**src/rtl/cellram_arbiter.sv**
```systemverilog
// rtl/cellram_arbiter.sv - two-port command/data scheduler in front of cellram_interface
// Tie-break: CELLRAM_ARB_RR_EN selects round-robin; otherwise port 0 has fixed priority.
module cellram_arbiter #(
    parameter int Nb      = 16,
    parameter int Nb_addr = 23,
    parameter int Nb_bl   = 6,
    parameter int Nb_inst = 3
) (
    input  logic               clk_core,
    input  logic               reset_n,

    input  logic               p0_cmd_valid,
    output logic               p0_cmd_ready,
    input  logic [Nb_bl-1:0]   p0_cmd_bl,
    input  logic [Nb_inst-1:0] p0_cmd_instr,
    input  logic [Nb_addr-1:0] p0_cmd_addr,
    input  logic [Nb-1:0]      p0_wr_data,
    input  logic               p0_wr_valid,
    output logic               p0_wr_ready,
    output logic [Nb-1:0]      p0_rd_data,
    output logic               p0_rd_valid,
    input  logic               p0_rd_ready,

    input  logic               p1_cmd_valid,
    output logic               p1_cmd_ready,
    input  logic [Nb_bl-1:0]   p1_cmd_bl,
    input  logic [Nb_inst-1:0] p1_cmd_instr,
    input  logic [Nb_addr-1:0] p1_cmd_addr,
    input  logic [Nb-1:0]      p1_wr_data,
    input  logic               p1_wr_valid,
    output logic               p1_wr_ready,
    output logic [Nb-1:0]      p1_rd_data,
    output logic               p1_rd_valid,
    input  logic               p1_rd_ready,

    output logic [Nb_bl-1:0]   mem_cmd_bl,
    output logic [Nb_inst-1:0] mem_cmd_instr,
    output logic [Nb_addr-1:0] mem_cmd_addr,
    output logic               mem_cmd_valid,
    input  logic               mem_cmd_ready,
    output logic [Nb-1:0]      mem_wr_data,
    output logic               mem_wr_valid,
    input  logic               mem_wr_ready,
    input  logic [Nb-1:0]      mem_rd_data,
    input  logic               mem_rd_valid,
    output logic               mem_rd_ready,

    output logic               grant,
    output logic               busy,
    output logic               cmd_err
);

    localparam logic [Nb_inst-1:0] INSTR_WRITE = Nb_inst'(0);
    localparam logic [Nb_inst-1:0] INSTR_READ  = Nb_inst'(1);
    localparam logic [Nb_bl:0]     CNT_ONE     = (Nb_bl+1)'(1);

    typedef enum logic [2:0] {
        S_IDLE,
        S_WDATA,
        S_WCMD,
        S_RCMD,
        S_RDATA
    } state_t;

    state_t               state_q;
    logic                 grant_q;
    logic                 busy_q;
    logic                 cmd_err_q;
    logic                 mem_cmd_valid_q;
    logic [Nb_bl-1:0]     bl_q;
    logic [Nb_inst-1:0]   instr_q;
    logic [Nb_addr-1:0]   addr_q;
    logic [Nb_bl:0]       word_cnt_q;

    logic                 cand;
    logic                 cmd_hs;
    logic                 in_wdata;
    logic                 in_rdata;
    logic                 wr_hs;
    logic                 rd_hs;
    logic                 last_word;
    logic [Nb_bl-1:0]     sel_bl;
    logic [Nb_inst-1:0]   sel_instr;
    logic [Nb_addr-1:0]   sel_addr;

`ifdef CELLRAM_ARB_RR_EN
    logic                 last_q;

    // On a tie the port that was not served last goes first.
    always_comb begin
        cand = 1'b0;
        if (p0_cmd_valid && p1_cmd_valid) begin
            cand = ~last_q;
        end else if (p1_cmd_valid) begin
            cand = 1'b1;
        end
    end
`else
    assign cand = ~p0_cmd_valid & p1_cmd_valid;
`endif

    assign cmd_hs       = (state_q == S_IDLE) && (p0_cmd_valid || p1_cmd_valid);
    assign p0_cmd_ready = (state_q == S_IDLE) && !cand;
    assign p1_cmd_ready = (state_q == S_IDLE) &&  cand;

    assign sel_bl    = cand ? p1_cmd_bl    : p0_cmd_bl;
    assign sel_instr = cand ? p1_cmd_instr : p0_cmd_instr;
    assign sel_addr  = cand ? p1_cmd_addr  : p0_cmd_addr;

    assign in_wdata = (state_q == S_WDATA);
    assign in_rdata = (state_q == S_RDATA);

    // Data paths are pure pass-through so a granted port streams at one word per cycle.
    assign mem_wr_valid = in_wdata && (grant_q ? p1_wr_valid : p0_wr_valid);
    assign mem_wr_data  = grant_q ? p1_wr_data : p0_wr_data;
    assign p0_wr_ready  = in_wdata && !grant_q && mem_wr_ready;
    assign p1_wr_ready  = in_wdata &&  grant_q && mem_wr_ready;

    assign mem_rd_ready = in_rdata && (grant_q ? p1_rd_ready : p0_rd_ready);
    assign p0_rd_valid  = in_rdata && !grant_q && mem_rd_valid;
    assign p1_rd_valid  = in_rdata &&  grant_q && mem_rd_valid;
    assign p0_rd_data   = mem_rd_data;
    assign p1_rd_data   = mem_rd_data;

    assign wr_hs     = mem_wr_valid && mem_wr_ready;
    assign rd_hs     = mem_rd_valid && mem_rd_ready;
    assign last_word = (word_cnt_q == {1'b0, bl_q});

    assign mem_cmd_valid = mem_cmd_valid_q;
    assign mem_cmd_bl    = bl_q;
    assign mem_cmd_instr = instr_q;
    assign mem_cmd_addr  = addr_q;
    assign grant         = grant_q;
    assign busy          = busy_q;
    assign cmd_err       = cmd_err_q;

    always_ff @(posedge clk_core or negedge reset_n) begin
        if (!reset_n) begin
            state_q         <= S_IDLE;
            grant_q         <= 1'b0;
            busy_q          <= 1'b0;
            cmd_err_q       <= 1'b0;
            mem_cmd_valid_q <= 1'b0;
            bl_q            <= '0;
            instr_q         <= '0;
            addr_q          <= '0;
            word_cnt_q      <= '0;
`ifdef CELLRAM_ARB_RR_EN
            last_q          <= 1'b1;
`endif
        end else begin
            cmd_err_q <= 1'b0;
            case (state_q)
                S_IDLE: begin
                    if (cmd_hs) begin
                        grant_q    <= cand;
                        bl_q       <= sel_bl;
                        instr_q    <= sel_instr;
                        addr_q     <= sel_addr;
                        word_cnt_q <= '0;
`ifdef CELLRAM_ARB_RR_EN
                        last_q     <= cand;
`endif
                        if (sel_instr == INSTR_WRITE) begin
                            state_q <= S_WDATA;
                            busy_q  <= 1'b1;
                        end else if (sel_instr == INSTR_READ) begin
                            state_q         <= S_RCMD;
                            busy_q          <= 1'b1;
                            mem_cmd_valid_q <= 1'b1;
                        end else begin
                            cmd_err_q <= 1'b1;
                        end
                    end
                end
                // Write data is queued in full before the command is presented.
                S_WDATA: begin
                    if (wr_hs) begin
                        word_cnt_q <= word_cnt_q + CNT_ONE;
                        if (last_word) begin
                            state_q         <= S_WCMD;
                            mem_cmd_valid_q <= 1'b1;
                        end
                    end
                end
                S_WCMD: begin
                    if (mem_cmd_ready) begin
                        mem_cmd_valid_q <= 1'b0;
                        state_q         <= S_IDLE;
                        busy_q          <= 1'b0;
                    end
                end
                S_RCMD: begin
                    if (mem_cmd_ready) begin
                        mem_cmd_valid_q <= 1'b0;
                        state_q         <= S_RDATA;
                    end
                end
                S_RDATA: begin
                    if (rd_hs) begin
                        word_cnt_q <= word_cnt_q + CNT_ONE;
                        if (last_word) begin
                            state_q <= S_IDLE;
                            busy_q  <= 1'b0;
                        end
                    end
                end
                default: begin
                    state_q         <= S_IDLE;
                    busy_q          <= 1'b0;
                    mem_cmd_valid_q <= 1'b0;
                end
            endcase
        end
    end

endmodule

```
**config.mk**
```make
export PLATFORM = sky130hd
export DESIGN_NAME = cellram_arbiter
export DESIGN_NICKNAME = d
export VERILOG_FILES = /design/src/rtl/cellram_arbiter.sv
export SDC_FILE = /design/constraint.sdc
export NUM_CORES = 1
export LEC_CHECK = 0
export ABC_AREA = 1
export BUFFER_PORTS_ARGS = -buffer_cell sky130_fd_sc_hd__buf_2
export CAP_MARGIN = 25
export CORE_MARGIN = 5
export CORE_UTILIZATION = 42
export DETAILED_ROUTE_END_ITERATION = 12
export MAX_ROUTING_LAYER = met4
export PLACE_DENSITY_LB_ADDON = 0.25
export SLEW_MARGIN = 5
export SYNTH_ARGS = -nofsm -noshare
export SYNTH_HDL_FRONTEND = slang
export SYNTH_SLANG_ARGS = --single-unit
```
**constraint.sdc**
```tcl
create_clock -name clk_core -period 1.6 [get_ports clk_core]
set_input_delay 0.24 -clock clk_core [delete_from_list [all_inputs] [get_ports clk_core]]
set_output_delay 0.24 -clock clk_core [all_outputs]
set_load 0.1 [all_outputs]
```
After elaboration in Yosys (flattened, before gate mapping). Index checks and enable logic that the tools add are counted.

Flip-flop bits (word level): 46. Latch bits: 0. Memory bits (writable): 0. Memory bits (read-only): 0. Input bits: 123. Output and inout port bits: 92. Logic and storage cells: 95. Memories: 0.

Add/sub/neg operators: 1. $mul: 0. Div/mod/pow operators: 0. Magnitude comparators: 0. Equality and inequality tests: 17. Shift-type cells: 0. Mux-type cells: 36. Bitwise logic cells: 4. Reductions and logical operators: 28.

Operators by type and width (count): 3-bit 2-to-1 mux (10); 23-bit 2-to-1 mux (1); 7-bit 2-to-1 mux (3); 7-bit one-hot mux with 3 select lines (1); 1-bit 2-to-1 mux (16); 16-bit 2-to-1 mux (1); 1-bit logical AND (15); 3-bit one-hot mux with 5 select lines (1); 2-bit by 1-bit inequality test with 1-bit output (second input constant) (6); 2-bit inequality test (second input constant) (4); 1-bit one-hot mux with 4 select lines (2); 8-bit AND reduction (1); 7-bit by 1-bit adder with 7-bit output (second input constant) (1); 7-bit by 6-bit == test with 1-bit output (1); 7-bit AND reduction (1); 3-bit by 1-bit == test with 1-bit output (second input constant) (2); 3-bit by 2-bit == test with 1-bit output (second input constant) (2); 3-bit logical NOT (2); 6-bit 2-to-1 mux (1); 6-bit AND reduction (1); 4-bit AND reduction (1); 2-bit OR reduction (2); 3-bit == test (second input constant) (1); 3-bit by 1-bit inequality test with 1-bit output (second input constant) (1); other kinds (6) (9).

Longest topological paths before layout.
Word-level depth: 8. Mapped depth: 12. Mapped depth without buffers: 11.

Worst setup path after synthesis. OpenSTA, ideal clock, no wires.

Path kind: flip-flop to output port. Start: register grant_q, in the netlist grant. End: output p1_rd_valid. Arrival time: 3372 ps. Data required time: 1360 ps. Path slack: -2012 ps. Cell stages (with the launch flop): 4. Path buffers: 1. Cell sequence: dfrtp_1 > inv_1 > clkbuf_1 > nor3_1.

Word-level cells in the longest chain between the ends: 2.

RTL lines: start, declared (line 66) `logic grant_q;`; start signal, assigned (line 156) `grant_q <= cand;`; 1-bit logical AND (2 in a row) (line 121) `assign p1_rd_valid = in_rdata && grant_q && mem_rd_valid;`; end, declared (line 33) `output logic p1_rd_valid,`.

No other way between the ends.

Worst setup path after layout.
Start: register grant_q, in the netlist grant. End: output p1_wr_ready.

Word-level cells in the longest chain between the ends: 2.

RTL lines: 1-bit logical AND (2 in a row) (line 117) `assign p1_wr_ready = in_wdata && grant_q && mem_wr_ready;`; end, declared (line 31) `output logic p1_wr_ready,`.

No other way between the ends.

==> flow_metrics.env <==
export IMPL_setup_ws_ps=-175
export IMPL_cp_cell_sequence="clkinvlp_4 -> buf_4 -> nor3_4 -> buf_12"
export IMPL_hold_path_class="input port to flip-flop"
export IMPL_ys_seq_area_frac=0.373
export IMPL_cts_htree_levels=2
export IMPL_final_common_cell="buf_2"
export IMPL_end_kind="output port"
export IMPL_r2r_start="state_q[2]$_DFFE_PN0P_"
export IMPL_yosys_warnings=0
export IMPL_slew_viol_final=0
export IMPL_clock_root_buffer="clkbuf_8"
export IMPL_grt_setup_unrepaired="true"
export IMPL_slowest_stage="dfrtp_4"
export IMPL_grt_overflow=0
export IMPL_routed_via_count=3412
export IMPL_post_route_period_util=1.11
export IMPL_ys_ff_latch=46
export IMPL_busiest_layer="met2"
export IMPL_globalplace_congestion=0.889
export IMPL_syn_to_final_growth_pct=64.2
export IMPL_die_height_um=95.8
export IMPL_synth_area_per_cell_um2=7.41
export IMPL_initial_core_util=0.428
export IMPL_ff2ff_setup_slack_ps=-140
export IMPL_first_iter_violations=160
export IMPL_synth_cells=417
export IMPL_place_area_um2=4570
export IMPL_syn_num_nets=541
export IMPL_status="complete, but fails checks"
export IMPL_gr_usage_met2=0.372
export IMPL_fp_dieW_um=95.8
export IMPL_grt_max_degree=47
export IMPL_reg2regPathDepth=9
export IMPL_clock_skew_ps=14.7
export IMPL_synthesis_area_um2=3090
export IMPL_dpl_hpwl_um=7630
export IMPL_max_freq_mhz=563
export IMPL_violations="setup timing"
export IMPL_antenna_found_initial=1
export IMPL_crit_fanout=5
export IMPL_cp_arrival_ps=1540
export IMPL_final_nets=699
export IMPL_synth_edf_count=0
export IMPL_rows=31
export IMPL_grt_use_met1=0.267
export IMPL_grt_use_met3=0.0500
export IMPL_dr_pass1_iters=5
export IMPL_relSlewSlack=0.667
export IMPL_synth_top_cell_by_area="dfrtp_1"
export IMPL_synthTopCellsByArea="dfrtp_1 37%, nand2_1 16%, buf_4 8.3%, o31ai_2 8.1%, a21oi_1 4.7%"
export IMPL_io_pin_count=215
export IMPL_io_buffer_count=166
export IMPL_die_area_um2=9170
export IMPL_synthArstFlopShare=1.00
export IMPL_fin_crit_ps=1780
export IMPL_grt_pass1_wl_um=15800
export IMPL_tightestPinTransition_ps=504
export IMPL_design_area_um2=5070
export IMPL_grt_use_total=0.225
export IMPL_routed_wl_um=10500
export IMPL_core_um2=7210
export IMPL_clk_pin_slew_ps=100
export IMPL_numCtsBuffers=5
export IMPL_grt_pass1_vias=3459
export IMPL_max_stage_delay_ps=480
export IMPL_final_cell_mix="141 x buf_2, 91 x nand2_1, 44 x dfrtp_1"
export IMPL_clk_latency_ps=310
export IMPL_synth_top_area_frac=0.373
export IMPL_cp_required_ps=1360
export IMPL_critPathCapture="p1_wr_ready"
export IMPL_whs_ps=193
export IMPL_crit_start="grant$_DFFE_PN0P_"
export IMPL_setup_viol=57
export IMPL_drc=0
export IMPL_maxCapViolCount=0
export IMPL_start_kind="flip-flop"
export IMPL_clock_sinks=46
export IMPL_avgViaCountPerCell=5.05
export IMPL_ys_flop_type="dfrtp_1"
export IMPL_drive_gt1_frac=0.536
export IMPL_detail_route_antenna_nets=0
export IMPL_wl_per_cell_um=15.6
export IMPL_clockBufferDepth=2
export IMPL_cts_tree="yes"
export IMPL_path_class="flip-flop to output port"
export IMPL_post_place_ws_ps=-26.6
export IMPL_r2r_end="mem_cmd_addr[6]$_DFFE_PN0P_"
export IMPL_yosysUniqueCellTypes=30
export IMPL_setup_tns_ps=-6770
export IMPL_hold_violations=0
[per-stage QoR]
stage          instances   util
3_3_place_gp         651  0.633
5_1_grt              676  0.703
3_5_place_dp         651  0.633
2_1_floorplan        417      -
6_report             676  0.703
4_1_cts              667  0.664
[sequential cells by signal, indices dropped and copies added (netlist names)]
name           flops
mem_cmd_addr      23
word_cnt_q         7
mem_cmd_bl         6
mem_cmd_instr      3
state_q            3
busy               1
cmd_err            1
grant              1
mem_cmd_valid      1
[per-layer routing]
metal | part of all wire | vias up | wire [um]
li1 | - | 1634 | -
met1 | 0.37 | 1589 | 3870
met2 | 0.51 | 168 | 5390
met3 | 0.099 | 21 | 1050
met4 | 0.021 | 0 | 224
met5 | 0 | - | 0
[synthesized netlist by cell type, types with 2 or more instances]
master    count
nand2_1     128
dfrtp_1      46
nor2_1       37
inv_1        35
buf_4        34
a21oi_1      29
o31ai_2      20
o21ai_0      17
nand3_1      13
clkbuf_1      8
buf_2         5
nor3_1        5
o211ai_1      5
inv_2         4
o31ai_1       4
buf_6         3
nand4_1       3
o21ai_1       3
a21oi_4       2
buf_1         2
nand2_2       2
nor2_4        2
o21bai_1      2
xor2_1        2
[area by class of cell]
class / instances / area (um^2)
multi-input cells: 280 / 1940
well taps: 99 / 124
diodes: 1 / 2.50
repair buffers: 203 / 1600
fillers: 573 / 2140
flip-flops and latches: 46 / 1160
clock buffers: 5 / 68.8
inverters: 39 / 160
clock inverters: 3 / 18.8
[repair_timing]
action / CTS / global route
gates cloned: 0 / 5
gates resized for setup: 19 / 54
endpoints found under the hold margin: 46 / 0
pin swaps: 5 / 7
setup endpoints to repair: 30 / 69
hold buffers: 1 / 0
setup buffers: 7 / 4
[how the worst min path moves through the flow]
stage | startpoint | end | slack, ps | cells past startpoint
6_report | p1_cmd_bl[4] | mem_cmd_bl[4]$_DFFE_PN0P_ | 190 | 3
5_1_grt | p1_cmd_bl[4] | mem_cmd_bl[4]$_DFFE_PN0P_ | 210 | 3
4_1_cts | p1_cmd_bl[4] | mem_cmd_bl[4]$_DFFE_PN0P_ | 180 | 3
3_5_place_dp | reset_n | mem_cmd_bl[3]$_DFFE_PN0P_ | 240 | 2
3_3_place_gp | reset_n | mem_cmd_bl[5]$_DFFE_PN0P_ | 240 | 2
2_1_floorplan | reset_n | busy$_DFFE_PN0P_ | -60 | 0
[worst max-delay path: cells and delay by family (launching register included)]
family | cells | cell delay, ps
buffers and inverters | 3 | 560
DFF | 1 | 480
and+or+nand+nor | 1 | 190
[cell families after synthesis]
logic type      count (synthesis)  synth area share
simple gates                  194             0.257
fa+ha+maj                       1           0.00405
flops                          46             0.373
buf+inv                        91             0.161
compound gates                 83             0.200
xor+xnor                        2           0.00567
Power is left out: the tool's default activity adds up to more than one toggle a clock period on the data nets, which glitch-free logic cannot reach.
